===== src/rtl/sr_mem_pkg.sv =====
// rtl/sr_mem_pkg.sv - shared types and constants for the load/store sequencer
package sr_mem_pkg;

  typedef enum logic [1:0] {IDLE, REQ, DONE, ERR} state_t;

  localparam logic [1:0] ERR_NONE     = 2'b00;
  localparam logic [1:0] ERR_MISALIGN = 2'b01;
  localparam logic [1:0] ERR_TIMEOUT  = 2'b10;
  localparam logic [1:0] ERR_SIZE     = 2'b11;

  localparam logic [2:0] F3_B  = 3'b000;
  localparam logic [2:0] F3_H  = 3'b001;
  localparam logic [2:0] F3_W  = 3'b010;
  localparam logic [2:0] F3_BU = 3'b100;
  localparam logic [2:0] F3_HU = 3'b101;

endpackage


===== src/rtl/sr_load_extend.sv =====
// rtl/sr_load_extend.sv - lane-select and sign/zero-extend a captured load word
module sr_load_extend
  import sr_mem_pkg::*;
(
  input  logic [31:0] word,
  input  logic [1:0]  addr_lo,
  input  logic [2:0]  f3,
  output logic [31:0] wbData
);

  logic [31:0] shifted;

  always_comb begin
    shifted = word >> {addr_lo, 3'b000};
    case (f3)
      F3_B:    wbData = {{24{shifted[7]}}, shifted[7:0]};
      F3_H:    wbData = {{16{shifted[15]}}, shifted[15:0]};
      F3_BU:   wbData = {24'h0, shifted[7:0]};
      F3_HU:   wbData = {16'h0, shifted[15:0]};
      default: wbData = word;
    endcase
  end

endmodule


===== src/rtl/sr_mem_sequencer.sv =====
// rtl/sr_mem_sequencer.sv - multi-cycle RV32I load/store sequencer onto a req/ack bus
module sr_mem_sequencer
  import sr_mem_pkg::*;
#(
  parameter int TIMEOUT = 16,
  parameter int TMO_W   = $clog2(TIMEOUT + 1)
) (
  input  logic        clk,
  input  logic        rst_n,
  input  logic        isLoad,
  input  logic        isStore,
  input  logic [2:0]  cmdF3,
  input  logic [31:0] addr,
  input  logic [31:0] storeData,
  output logic        stall,
  output logic        wbEn,
  output logic [31:0] wbData,
  output logic        memErr,
  output logic [1:0]  errCause,
  output logic        memReq,
  output logic        memWe,
  output logic [31:0] memAddr,
  output logic [3:0]  memBe,
  output logic [31:0] memWdata,
  input  logic [31:0] memRdata,
  input  logic        memAck
);

  state_t           state;
  logic             is_load_q;
  logic [2:0]       f3_q;
  logic [31:0]      addr_q;
  logic [31:0]      sdata_q;
  logic [31:0]      rdata_q;
  logic [1:0]       cause_q;
  logic [TMO_W-1:0] tmo_cnt;

  logic             mem_op;
  logic             f3_legal;
  logic             misaligned;
  logic [3:0]       be_raw;
  logic [31:0]      ext_data;

  assign mem_op = isLoad | isStore;

  // Unsigned sizes exist only for loads; a simultaneous load+store decodes as a load.
  always_comb begin
    f3_legal = 1'b0;
    case (cmdF3)
      F3_B, F3_H, F3_W: f3_legal = 1'b1;
      F3_BU, F3_HU:     f3_legal = isLoad;
      default:          f3_legal = 1'b0;
    endcase
    misaligned = 1'b0;
    case (cmdF3[1:0])
      2'b01:   misaligned = addr[0];
      2'b10:   misaligned = |addr[1:0];
      default: misaligned = 1'b0;
    endcase
  end

  always_ff @(posedge clk or negedge rst_n) begin
    if (!rst_n) begin
      state     <= IDLE;
      is_load_q <= 1'b0;
      f3_q      <= 3'b000;
      addr_q    <= 32'h0;
      sdata_q   <= 32'h0;
      rdata_q   <= 32'h0;
      cause_q   <= ERR_NONE;
      tmo_cnt   <= '0;
    end else begin
      case (state)
        IDLE: begin
          if (mem_op) begin
            is_load_q <= isLoad;
            f3_q      <= cmdF3;
            addr_q    <= addr;
            sdata_q   <= storeData;
            tmo_cnt   <= '0;
            if (!f3_legal) begin
              cause_q <= ERR_SIZE;
              state   <= ERR;
            end else if (misaligned) begin
              cause_q <= ERR_MISALIGN;
              state   <= ERR;
            end else begin
              cause_q <= ERR_NONE;
              state   <= REQ;
            end
          end
        end
        REQ: begin
          // An ack on the final count wins over the timeout.
          if (memAck) begin
            if (is_load_q) rdata_q <= memRdata;
            state <= DONE;
          end else if (tmo_cnt == TMO_W'(TIMEOUT - 1)) begin
            cause_q <= ERR_TIMEOUT;
            state   <= ERR;
          end else begin
            tmo_cnt <= tmo_cnt + TMO_W'(1);
          end
        end
        DONE:    state <= IDLE;
        ERR:     state <= IDLE;
        default: state <= IDLE;
      endcase
    end
  end

  always_comb begin
    case (f3_q[1:0])
      2'b00: begin
        be_raw   = 4'b0001 << addr_q[1:0];
        memWdata = {4{sdata_q[7:0]}};
      end
      2'b01: begin
        be_raw   = 4'b0011 << addr_q[1:0];
        memWdata = {2{sdata_q[15:0]}};
      end
      default: begin
        be_raw   = 4'b1111;
        memWdata = sdata_q;
      end
    endcase
  end

  sr_load_extend u_load_extend (
    .word    (rdata_q),
    .addr_lo (addr_q[1:0]),
    .f3      (f3_q),
    .wbData  (ext_data)
  );

  // Decoded from the async-reset state so memReq falls the instant rst_n asserts.
  assign memReq   = (state == REQ);
  assign stall    = (state == IDLE) ? mem_op : (state == REQ);
  assign memWe    = memReq & ~is_load_q;
  assign memAddr  = {addr_q[31:2], 2'b00};
  assign memBe    = memReq ? be_raw : 4'b0000;
  assign wbEn     = (state == DONE) & is_load_q;
  assign wbData   = wbEn ? ext_data : 32'h0;
  assign memErr   = (state == ERR);
  assign errCause = memErr ? cause_q : ERR_NONE;

endmodule


===== config.mk =====
export PLATFORM = sky130hd
export DESIGN_NAME = sr_mem_sequencer
export DESIGN_NICKNAME = d
export VERILOG_FILES = /design/src/rtl/sr_mem_pkg.sv /design/src/rtl/sr_load_extend.sv /design/src/rtl/sr_mem_sequencer.sv
export SDC_FILE = /design/constraint.sdc
export NUM_CORES = 1
export LEC_CHECK = 0
export BUFFER_PORTS_ARGS = -buffer_cell sky130_fd_sc_hd__buf_2
export CAP_MARGIN = 20
export CORE_MARGIN = 4
export CORE_UTILIZATION = 45
export CTS_BUF_LIST = sky130_fd_sc_hd__clkbuf_2 sky130_fd_sc_hd__clkbuf_4 sky130_fd_sc_hd__clkbuf_8
export DETAILED_ROUTE_END_ITERATION = 6
export PLACE_DENSITY = 0.77
export SLEW_MARGIN = 25
export SYNTH_ARGS = -nofsm -noshare
export SYNTH_HDL_FRONTEND = slang
export SYNTH_SLANG_ARGS = --single-unit

===== constraint.sdc =====
create_clock -name clk -period 1.8 [get_ports clk]
set_input_delay 0.36 -clock clk [delete_from_list [all_inputs] [get_ports clk]]
set_output_delay 0.36 -clock clk [all_outputs]
set_load 0.005 [all_outputs]

==> results of run 1 <==
cell type report:
| cell class | count | share of cell area [%] |
|---|---|---|
| clock inverters | 7 | 1.31 |
| multi-input cells | 456 | 35.9 |
| clock buffers | 9 | 1.58 |
| flip-flops and latches | 109 | 34.9 |
| well taps | 172 | 2.75 |
| inverters | 10 | 0.511 |
| repair buffers | 263 | 23.1 |
state kept, by name, summed over array words and instances, names as in the netlist:
signal / cells
is_load_q: 1
cause_q: 2
rdata_q: 32
state: 2
tmo_cnt: 5
addr_q: 32
sdata_q: 32
f3_q: 3
kinds of logic (layout without fill, tap and decap cells):
| group | after synthesis | count (layout) | synth area share (%) |
|---|---|---|---|
| and+or+nand+nor | 280 | 280 | 19.4 |
| DFF | 109 | 109 | 47.5 |
| AOI/OAI and AO/OA | 94 | 95 | 9.10 |
| buffers and inverters | 88 | 289 | 8.76 |
| muxes | 72 | 72 | 13.8 |
| adders and majority gates | 5 | 5 | 1.09 |
| xor gates and xnor gates | 2 | 2 | 0.305 |
| other | 1 | 2 | 0.0653 |
synth_stat cells, types with 3 or more instances:
master	instances	area, µm²
nand2_1	219	822
dfrtp_1	109	2730
o21ai_0	59	295
mux2_2	48	541
buf_4	40	300
nor2_1	35	131
clkbuf_1	25	93.8
a21oi_1	22	110
mux2i_1	22	220
buf_2	12	60.1
inv_1	10	37.5
and2_1	7	43.8
ha_1	5	62.6
nand3_1	5	25.0
and3_1	3	18.8
nor2b_1	3	18.8
through the flow:
step / utilization [%] / hold slack, ns / std cells / total power [mW]
after floorplan: - / 0.0644 / 652 / 8.76
after global placement: 55.0 / 0.330 / 988 / 10.9
after detailed placement: 55.0 / 0.334 / 988 / 11.1
after CTS: 59.0 / 0.122 / 1012 / 13.5
after global routing: 62.3 / 0.117 / 1026 / 15.7
final: 62.3 / 0.147 / 1026 / 14.7
metal layers:
layer / share of wire [%] / vias up / track usage, %
met5: 0.080 / - / 0
li1: - / 2487 / -
met1: 40 / 2466 / 26.5
met2: 50 / 223 / 34.9
met3: 7.8 / 36 / 5.45
met4: 2.4 / 2 / 8.00
worst paths after layout:
| check | slack [ns] | to |
|---|---|---|
| max | -0.52 | wbData[8] |
| min | 0.15 | sdata_q[1] |
| max reg2reg | 0.08 | state[1] |
| min reg2reg | 0.48 | addr_q[28] |
| max in group asynchronous | 0.75 | addr_q[29] |
| min in group asynchronous | 0.45 | sdata_q[10] |
tightest hold or removal path, stage by stage:
cell and delay, ns:
buf_2 0.07, nand2_1 0.04, nand2_1 0.04
power by group:
part | internal (mW) | switching, mW
clock | 0.694 | 0.937
combinational | 4.34 | 4.07
sequential | 3.64 | 1.01
total | 8.67 | 6.02
what timing repair did:
item                                   CTS  global route
gates resized for setup                 56            71
endpoints found under the hold margin   25             0
cloned                                   2             3
pin swaps                                6            20
hold buffers                             1             0
buffers inserted                         6            12
setup endpoints to repair               62            64
==> run summary, run 1 <==
The flow ran to the end, but the final reports show violations. The checks that failed: negative setup slack. The clock passes through at most 2 buffers. The via density per instance is 5.08. The width of the die came out at about 120 µm.

The clock latency reported for the late side of the worst-skew pair is approximately 0.39 ns. The achievable clock frequency came out at approximately 430 MHz. STA puts the critical path data required time at around 1.4 ns.

After detailed routing, the average wire length per cell comes to around 16 µm. The longest individual stage delay on the worst path came out at between 0.5 and 0.6 ns. The logic depth of the worst setup path including buffers is 5. The clock buffer count from CTS is 9. Between clock sinks in the finished design, the worst skew comes to approximately 0.012 ns. The final net count is roughly 960.

The total via count after detailed routing came out at around 5,200. Routability-driven placement finished with a final weighted congestion of ~0.86. The critical path's top delay family is multiplexers. The count of nets left with antenna violations once routing finished came out at 0. Clock-pin slew was measured on the worst setup and hold paths at roughly 0.12 ns. The multi-input combinational cell area is about 2800 µm². The number of sinks handled by clock tree synthesis came out at around 110.

The maximum number of pins on one net before global-route repair came out at 74. The via count of the first global-routing pass is 4,995. Counting every instance in the synthesized netlist gives about 650. Counting flops with a built-in enable in the synthesized netlist gives 0. The fraction of synthesis flops using an asynchronous set or reset pin came out at 100%. The critical path starts at addr_q[1]. The total length of routed wires came out at between 15,000 and 20,000 µm. In this run, distinct cell masters in the synthesized netlist total 38.

The worst path uses 129% of the clock period. STA classifies the critical path startpoint as a register. The violation count after the first detailed-route iteration is about 490.

After detailed routing, the number of remaining DRC violations is 0. The type of the worst setup path is register to primary output. The largest individual stage delay along the critical path comes from the cell mux4_2. The clock period minus worst slack came out at 2.32 ns. The number of antenna repair diodes is 0. The worst-case IR drop observed on VDD is around 850 µV. Traced cell by cell, the critical path runs through mux4_2 -> a21oi_4 -> buf_4 -> a21oi_1 -> buf_2. The worst hold path begins at storeData[1].

The setup TNS is -18.53 ns. The top cell types in the final layout, fill and taps aside, are nand2_1 (216), buf_2 (191), dfrtp_1 (106). Of the cells placed in the final design, the portion with a size suffix greater than 1 is 43.7%. The cell depth of the worst min-delay path is 3. The filler cells instantiated in the layout total 1,041. The power density over the cells came out at around 1900 nW/µm². The level count of the clock H-tree is 3. The leakage power came out at 4.13 nW. The cell depth of the worst flop-to-flop path came out at 8. The die area is 14,600 µm². The number of pins with negative max-slew slack in the final report is 0. The wire length of the first global-routing pass came out at ~25,000 µm. The chip height is roughly 120 µm. The register area is about 2700 µm². The number of setup violations in the final report came out at between 50 and 60.

TritonCTS built the clock tree. In the synthesized netlist the dominant register cell turns out to be dfrtp_1. In this run the standard cell core region covers roughly 13,000 µm².

The worst-path maximum fanout is 8. The first-pass detailed-route iteration total is 5. The arrival time reported for the critical path endpoint came out at ~2.0 ns.

From synthesis to final layout, the design area changed by 36.3%. Yosys printed 0 warnings. The count of port buffers added during placement came out at approximately 210. The number of I/O pins came out at roughly 210. The clock root buffer is clkbuf_8. The total placed instance area came out at slightly below 7000 µm².

Global routing consumed, over all layers together, a little over a fifth of the routing resources. STA classifies the critical path endpoint as a primary output. The number of hold-slack violations in the final timing report is 0.

The total of flip-flops plus latches after synthesis is ~110. The worst register-to-register path begins at tmo_cnt[1]. The starting utilization of the core area came out at roughly 46%. The mapped netlist covers roughly 5700 µm². The post-route worst setup slack came out at -0.520 ns. The final standard cell area without fillers came out at just under 8000 µm². Across the run, the number of max-cap violations was 0. In this run the worst hold path is classified as input port to register.

The buffer and inverter count on the worst path is 2. The mean post-synth cell area is 8.82 µm². Setup repair after global routing could not meet its margin everywhere. The sequential element share of the synthesized area is a little under half.

The HPWL after detailed placement came out at approximately 11,000 µm. The initial antenna violation count came to 1. Leaving out fill and tap cells, the most frequent cell in the layout is nand2_1. The total grt overflow came out at 0. The number of cell rows came out at 41. The worst setup slack after placement came out at -0.0637 ns.
No activity file was read; power rests on OpenSTA's default activity.
==> run 2, diff against run 1 <==
PLACE_DENSITY = 0.74   (was 0.77)
clock period = 2.74 ns   (was 1.8 ns; I/O delays follow)
==> run summary, run 2 (synthesis gave the netlist of run 1 again) <==
Clock latency on the worst-skew pair, taken at its later pin, is ~0.39 ns. The clock period minus worst slack came out at ~2.6 ns. The violation count after the first detailed-route iteration is ~380. The count of nets left with antenna violations once routing finished came out at 0.

The origin of the critical flop-to-flop path is state[1]. The worst-path maximum fanout came out at 8. The area of the core is between 10,000 and 15,000 µm².

The clock root buffer is clkbuf_8. The register share of total power is approximately 39%. The clock slew seen by the registers of the worst setup and hold paths came out at roughly 0.11 ns. The most common library cell in the layout ignoring fill and taps is nand2_1. The first-pass detailed-route iteration total came out at 4. The portion of total power attributed to the clock network came out at 12.1%. The cell depth of the worst flop-to-flop path is 5.

The final worst clock skew came out at 0.0254 ns. The part of the total power dissipated in combinational logic is between 40 and 50%. The routability congestion estimate from global placement came out at between 0.8 and 0.9. The width of the die came out at between 100 and 150 µm. During I/O placement, the number of pins put on the boundary was around 210. The largest single stage delay on the critical path is 0.52 ns. Data on the critical path is required at its endpoint by approximately 2.2 ns.

IR analysis of the VDD net gives a maximum drop of around 470 µV. The number of hold-slack violations in the final timing report was 0. The total placed instance area came out at between 6000 and 7000 µm². Across the run, the number of max-cap violations was 0. The switching part of the total power came out at between 40% and 50%. The cell internal power dissipation is roughly 4.6 mW. The type of element launching the critical path is a register.

The HPWL after detailed placement is ~10,000 µm. The level count of the clock H-tree is 3. For the worst setup path, the data arrival time is roughly 2.1 ns. At the pin with the least slew margin, the transition time is ~0.63 ns. The via count of the first global-routing pass came out at between 4,000 and 5,000. For this design, the slowest cell found on the critical path is dfrtp_2.

The die area is between 10,000 and 15,000 µm². The clock buffer count from CTS is 9. The headroom to the max-slew limit is 57.8%.

The achievable clock frequency came out at 380 MHz. After detailed routing, the number of remaining DRC violations is 0. The leakage power came out at roughly 3.7 nW. The number of setup violations in the final report came out at 0. Final hold analysis gives a worst-case slack of between 0.15 and 0.2 ns. The worst hold path belongs to the class input port to asynchronous set/reset pin. The top cell types in the final layout, fill and taps aside, are nand2_1 (219), buf_2 (207), dfrtp_1 (108). The final standard cell area without fillers is 6930 µm². The overall power consumption is around 8.0 mW. The initial antenna violation count is 1. The count of port buffers added during placement came out at about 210.

The clock passes through at most 2 buffers. The final net count came out at just over 900. After clock tree synthesis, the flow added hold-fix buffers numbering 0. The first global-routing pass estimated roughly 24,000 µm of wire. The total via count after detailed routing came out at around 5,000.

The number of cell rows came out at 41. The final layout contains routed wiring with a total length of about 15,000 µm. The largest registers in the layout are addr_q x32, rdata_q x32, sdata_q x32.

The reg-to-reg setup timing slack is approximately 0.76 ns. The detailed-route wire length per cell is between 15 and 20 µm. From synthesis to final layout, the design area changed by 20.6%.

The multi-input combinational cell area came out at approximately 2600 µm². The worst register-to-register path ends at rdata_q[10]. The switching power summed over all nets is approximately 3.4 mW. The maximum number of pins on one net before global-route repair came out at 74. Setup repair after global routing left no endpoint under its margin. TritonCTS built the clock tree.

The starting utilization of the core area is roughly 46%. The total grt overflow came out at 0. The final core area utilization is between 50% and 60%. The ratio of final minimum period to clock period is 96.1%. Walking the worst path, the cells encountered are mux2_2 -> a32oi_1 -> o21a_2 -> nor2_1 -> buf_2. The number of antenna repair diodes came out at 0.

The number of pins with negative max-slew slack in the final report is 0. The run finished with clean final reports. The setup TNS came out at 0 ns. The number of filler instances in the final layout came out at approximately 1,200. The type of the worst setup path is register to primary output. The number of sinks handled by clock tree synthesis came out at between 100 and 150.

From bottom edge to top edge, the die measures 121 µm. For this run, the total global-route usage over all layers was measured as 19.9%. STA classifies the critical path endpoint as a primary output.

The via density per instance is 5.00. The register area came out at roughly 2700 µm². The power density over the cells is 1160 nW/µm². The fraction of layout instances using a drive strength above 1 is a little over a third.
==> run 2: through the flow <==
stage               setup WS, ns  cells
finish                     0.106    987
detailed placement         0.478    968
CTS                       0.0231    984
global route              0.0125    987
floorplan                  0.661    652
global placement           0.503    968
==> run 2: per-layer routing <==
layer / GRT usage (%) / vias to the layer above / share of wire, %
met5: 0 / - / 0.087
met2: 31.0 / 214 / 46
li1: - / 2404 / -
met3: 4.90 / 36 / 8.0
met1: 26.8 / 2277 / 43
met4: 7.65 / 2 / 2.7
==> run 2: power by group through the flow <==
stage / Sequential (mW) / Combinational (mW) / Clock, mW
CTS: 3.07 / 3.90 / 0.997
global placement: 3.06 / 3.84 / 0
global route: 3.18 / 4.48 / 1.06
detailed placement: 3.07 / 3.91 / 0
finish: 3.09 / 3.95 / 0.970
floorplan: 2.80 / 2.95 / 0
==> run 2: what timing repair did <==
action | 4_1_cts | 5_1_grt
resized for setup | 0 | 5
setup endpoints to repair | 0 | 29
buffers inserted | 0 | 1
==> run 2: area by class of cell <==
class | count | area share (%)
sequential | 109 | 39.4
clock buffer | 9 | 1.79
multi-input combinational | 457 | 37.0
tap | 172 | 3.11
timing repair buffer | 223 | 17.3
inverter | 10 | 0.542
clock inverter | 7 | 0.921
==> run 2: critical path: cells and delay by family, from the launching register on <==
kind / cells / cell delay (ns)
AOI/OAI and AO/OA: 2 / 0.63
buffers and inverters: 1 / 0.12
DFF: 1 / 0.52
muxes: 1 / 0.36
and+or+nand+nor: 1 / 0.07
==> run 2: worst max path at each step <==
stage / startpoint / end / slack, ns
after floorplan: addr_q[1] / wbData[21] / 0.66
after global placement: addr_q[1] / wbData[31] / 0.50
after detailed placement: addr_q[0] / wbData[24] / 0.48
after CTS: addr_q[0] / wbData[24] / 0.02
after global routing: addr_q[0] / wbData[21] / 0.01
final: addr_q[0] / wbData[30] / 0.11
==> run 3, diff against run 2 <==
CELL_PAD_IN_SITES_DETAIL_PLACEMENT = 1   (was unset)
CELL_PAD_IN_SITES_GLOBAL_PLACEMENT = 1   (was unset)
CORE_UTILIZATION = 37   (was 45)
PLACE_DENSITY = unset   (was 0.74)
PLACE_DENSITY_LB_ADDON = 0.1   (was unset)
SLEW_MARGIN = unset   (was 25)
clock period = 3 ns   (was 2.74 ns; I/O delays follow)
==> run summary, run 3 (synthesis gave the netlist of run 1 again) <==
The setup TNS is 0 ns. The worst ir drop on vdd came out at 649 µV. The headroom to the max-slew limit is ~38%. The count of port buffers added during placement came out at between 200 and 250.

The width of the die came out at around 130 µm. The routed layout has between 5,000 and 6,000 vias. For this block, the initial DRC count from the detailed router was 202.

The flow ran to the end, and the final reports show no timing, DRC or antenna violations. The final critical path takes up 94.1% of the cycle. In the layout the commonest cells are nand2_1 (219), buf_2 (207), dfrtp_1 (109).

The via density per instance is around 5. The level count of the clock H-tree is 3. Along the worst path, the maximum fanout reaches 13. For the worst-skew pair, the clock arrives at the later sink with an insertion delay of ~0.38 ns. The worst setup slack after placement came out at between 0.4 and 0.5 ns. The die covers ~18,000 µm². The number of cell rows came out at 45.

The number of setup violations in the final report is 0. The layout-stage area growth over the synthesis result came out at 20.5%. TritonCTS built the clock tree. The detailed-route wire length per cell is approximately 17 µm. Leaving out fill and tap cells, the most frequent cell in the layout is nand2_1. For the finished layout, the period the worst path requires is about 2.8 ns.

In this run the static leakage power is 3.70 nW. Measured on the finished design, the core utilization comes to 45.5%. For the worst setup path, the data required time is between 2 and 2.5 ns. The longest clock path from root to sink contains 2 buffers.

The starting utilization of the core area is a little under two fifths. The worst register-to-register path has a setup slack of between 0.6 and 0.7 ns. The worst min-delay path category is input port to asynchronous set/reset pin. The clock slew seen by the registers of the worst setup and hold paths came out at approximately 0.10 ns.

The power density over the cells came out at approximately 1100 nW/µm². The number of sinks handled by clock tree synthesis came out at 109. The routability congestion estimate from global placement is between 0.7 and 0.8. After layout, the worst setup slack is between 0.15 and 0.2 ns. The HPWL after detailed placement came out at between 10,000 and 15,000 µm. The total grt overflow came out at 0.

The count of hold buffers inserted by post-cts repair is 0. The worst hold margin came out at ~0.22 ns. The total length of routed wires came out at about 17,000 µm. The post-CTS setup repair buffer count came out at 0. The worst setup path is captured at a primary output.

The wire length of the first global-routing pass came out at 28,400 µm. At the end of the flow, the number of nets in the layout was 918. The filler-free cell count of the finished design is 1,004.

The type of element launching the critical path is a register. The overall power consumption came out at 7.33 mW. In the final layout, the registers with the most flip-flops are addr_q x32, rdata_q x32, sdata_q x32. In the global route stage, overall resource usage came out at about a fifth. Summing all placed instances gives a cell area of about 6700 µm².

Setup repair after global routing left no endpoint under its margin. The chip height is about 130 µm. The max-capacitance violation count is 0. The maximum number of pins on one net before global-route repair came out at 65. CTS placed an instance of clkbuf_8 at the clock tree root. The worst setup path is of the register to primary output kind. The first-pass detailed-route iteration total is 4. Post-CTS repair changed the size of 0 cells. The final worst clock skew came out at roughly 0.012 ns. The arrival time reported for the critical path endpoint is between 2 and 2.5 ns. The number of hold-slack violations in the final timing report came out at 0. The achievable clock frequency came out at ~350 MHz. The number of pins with negative max-slew slack in the final report is 0. The number of I/O pins came out at about 210. The initial antenna violation count was 3. The fraction of layout instances using a drive strength above 1 came out at a little over a third. The post-route DRC violation count came out at 0. The via count of the first global-routing pass came out at between 5,000 and 6,000.

The final standard cell area without fillers is around 7000 µm². The actual slew at the worst max-slew pin came out at between 0.9 and 1 ns. Clock tree synthesis inserted a total of 9 buffers.

Fill cells in the final layout number roughly 1,900. The final antenna-violating net count came out at 0. The area of the core is around 15,000 µm².

The number of cells after detailed placement is 985.
-- run 3: layer usage --
metal,vias to the layer above,GRT usage (%),routed length (µm)
met4,2,7.45,400
met3,27,4.45,922
met2,138,32.3,8320
li1,2394,-,-
met5,-,0,7
met1,2451,25.9,7760
-- run 3: worst paths after layout --
kind / to / start / cells past startpoint
worst max-delay path: wbData[12] / state[0] / 6
worst min-delay path: sdata_q[16] / rst_n / 1
worst max register to register: tmo_cnt[3] / tmo_cnt[0] / 7
worst min register to register: addr_q[25] / addr_q[25] / 2
max in group asynchronous: rdata_q[9] / rst_n / 2
min in group clk: sdata_q[30] / storeData[30] / 3
-- run 3: cell type report --
type	count	area, µm²	share of cell area (%)
sequential	109	2730	39.4
multi-input combinational	455	2530	36.6
timing repair buffer	223	1180	17.1
tap	188	235	3.40
clock buffer	12	159	2.30
inverter	10	41.3	0.597
clock inverter	4	31.3	0.452
timing repair inverter	1	5.00	0.0723
antenna	2	5.00	0.0723
-- run 3: critical path: stages, from the launching register on --
cell and delay, ns:
dfrtp_1 0.50, inv_1 0.14, nand3_1 0.27, clkinvlp_2 0.51, o21ai_0 0.23, a21oi_1 0.06, buf_2 0.14
-- run 3: report_power, final --
part | internal, mW | switching, mW
Combinational | 1.63 | 2.02
Sequential | 2.18 | 0.623
Clock | 0.361 | 0.515
Total | 4.17 | 3.16
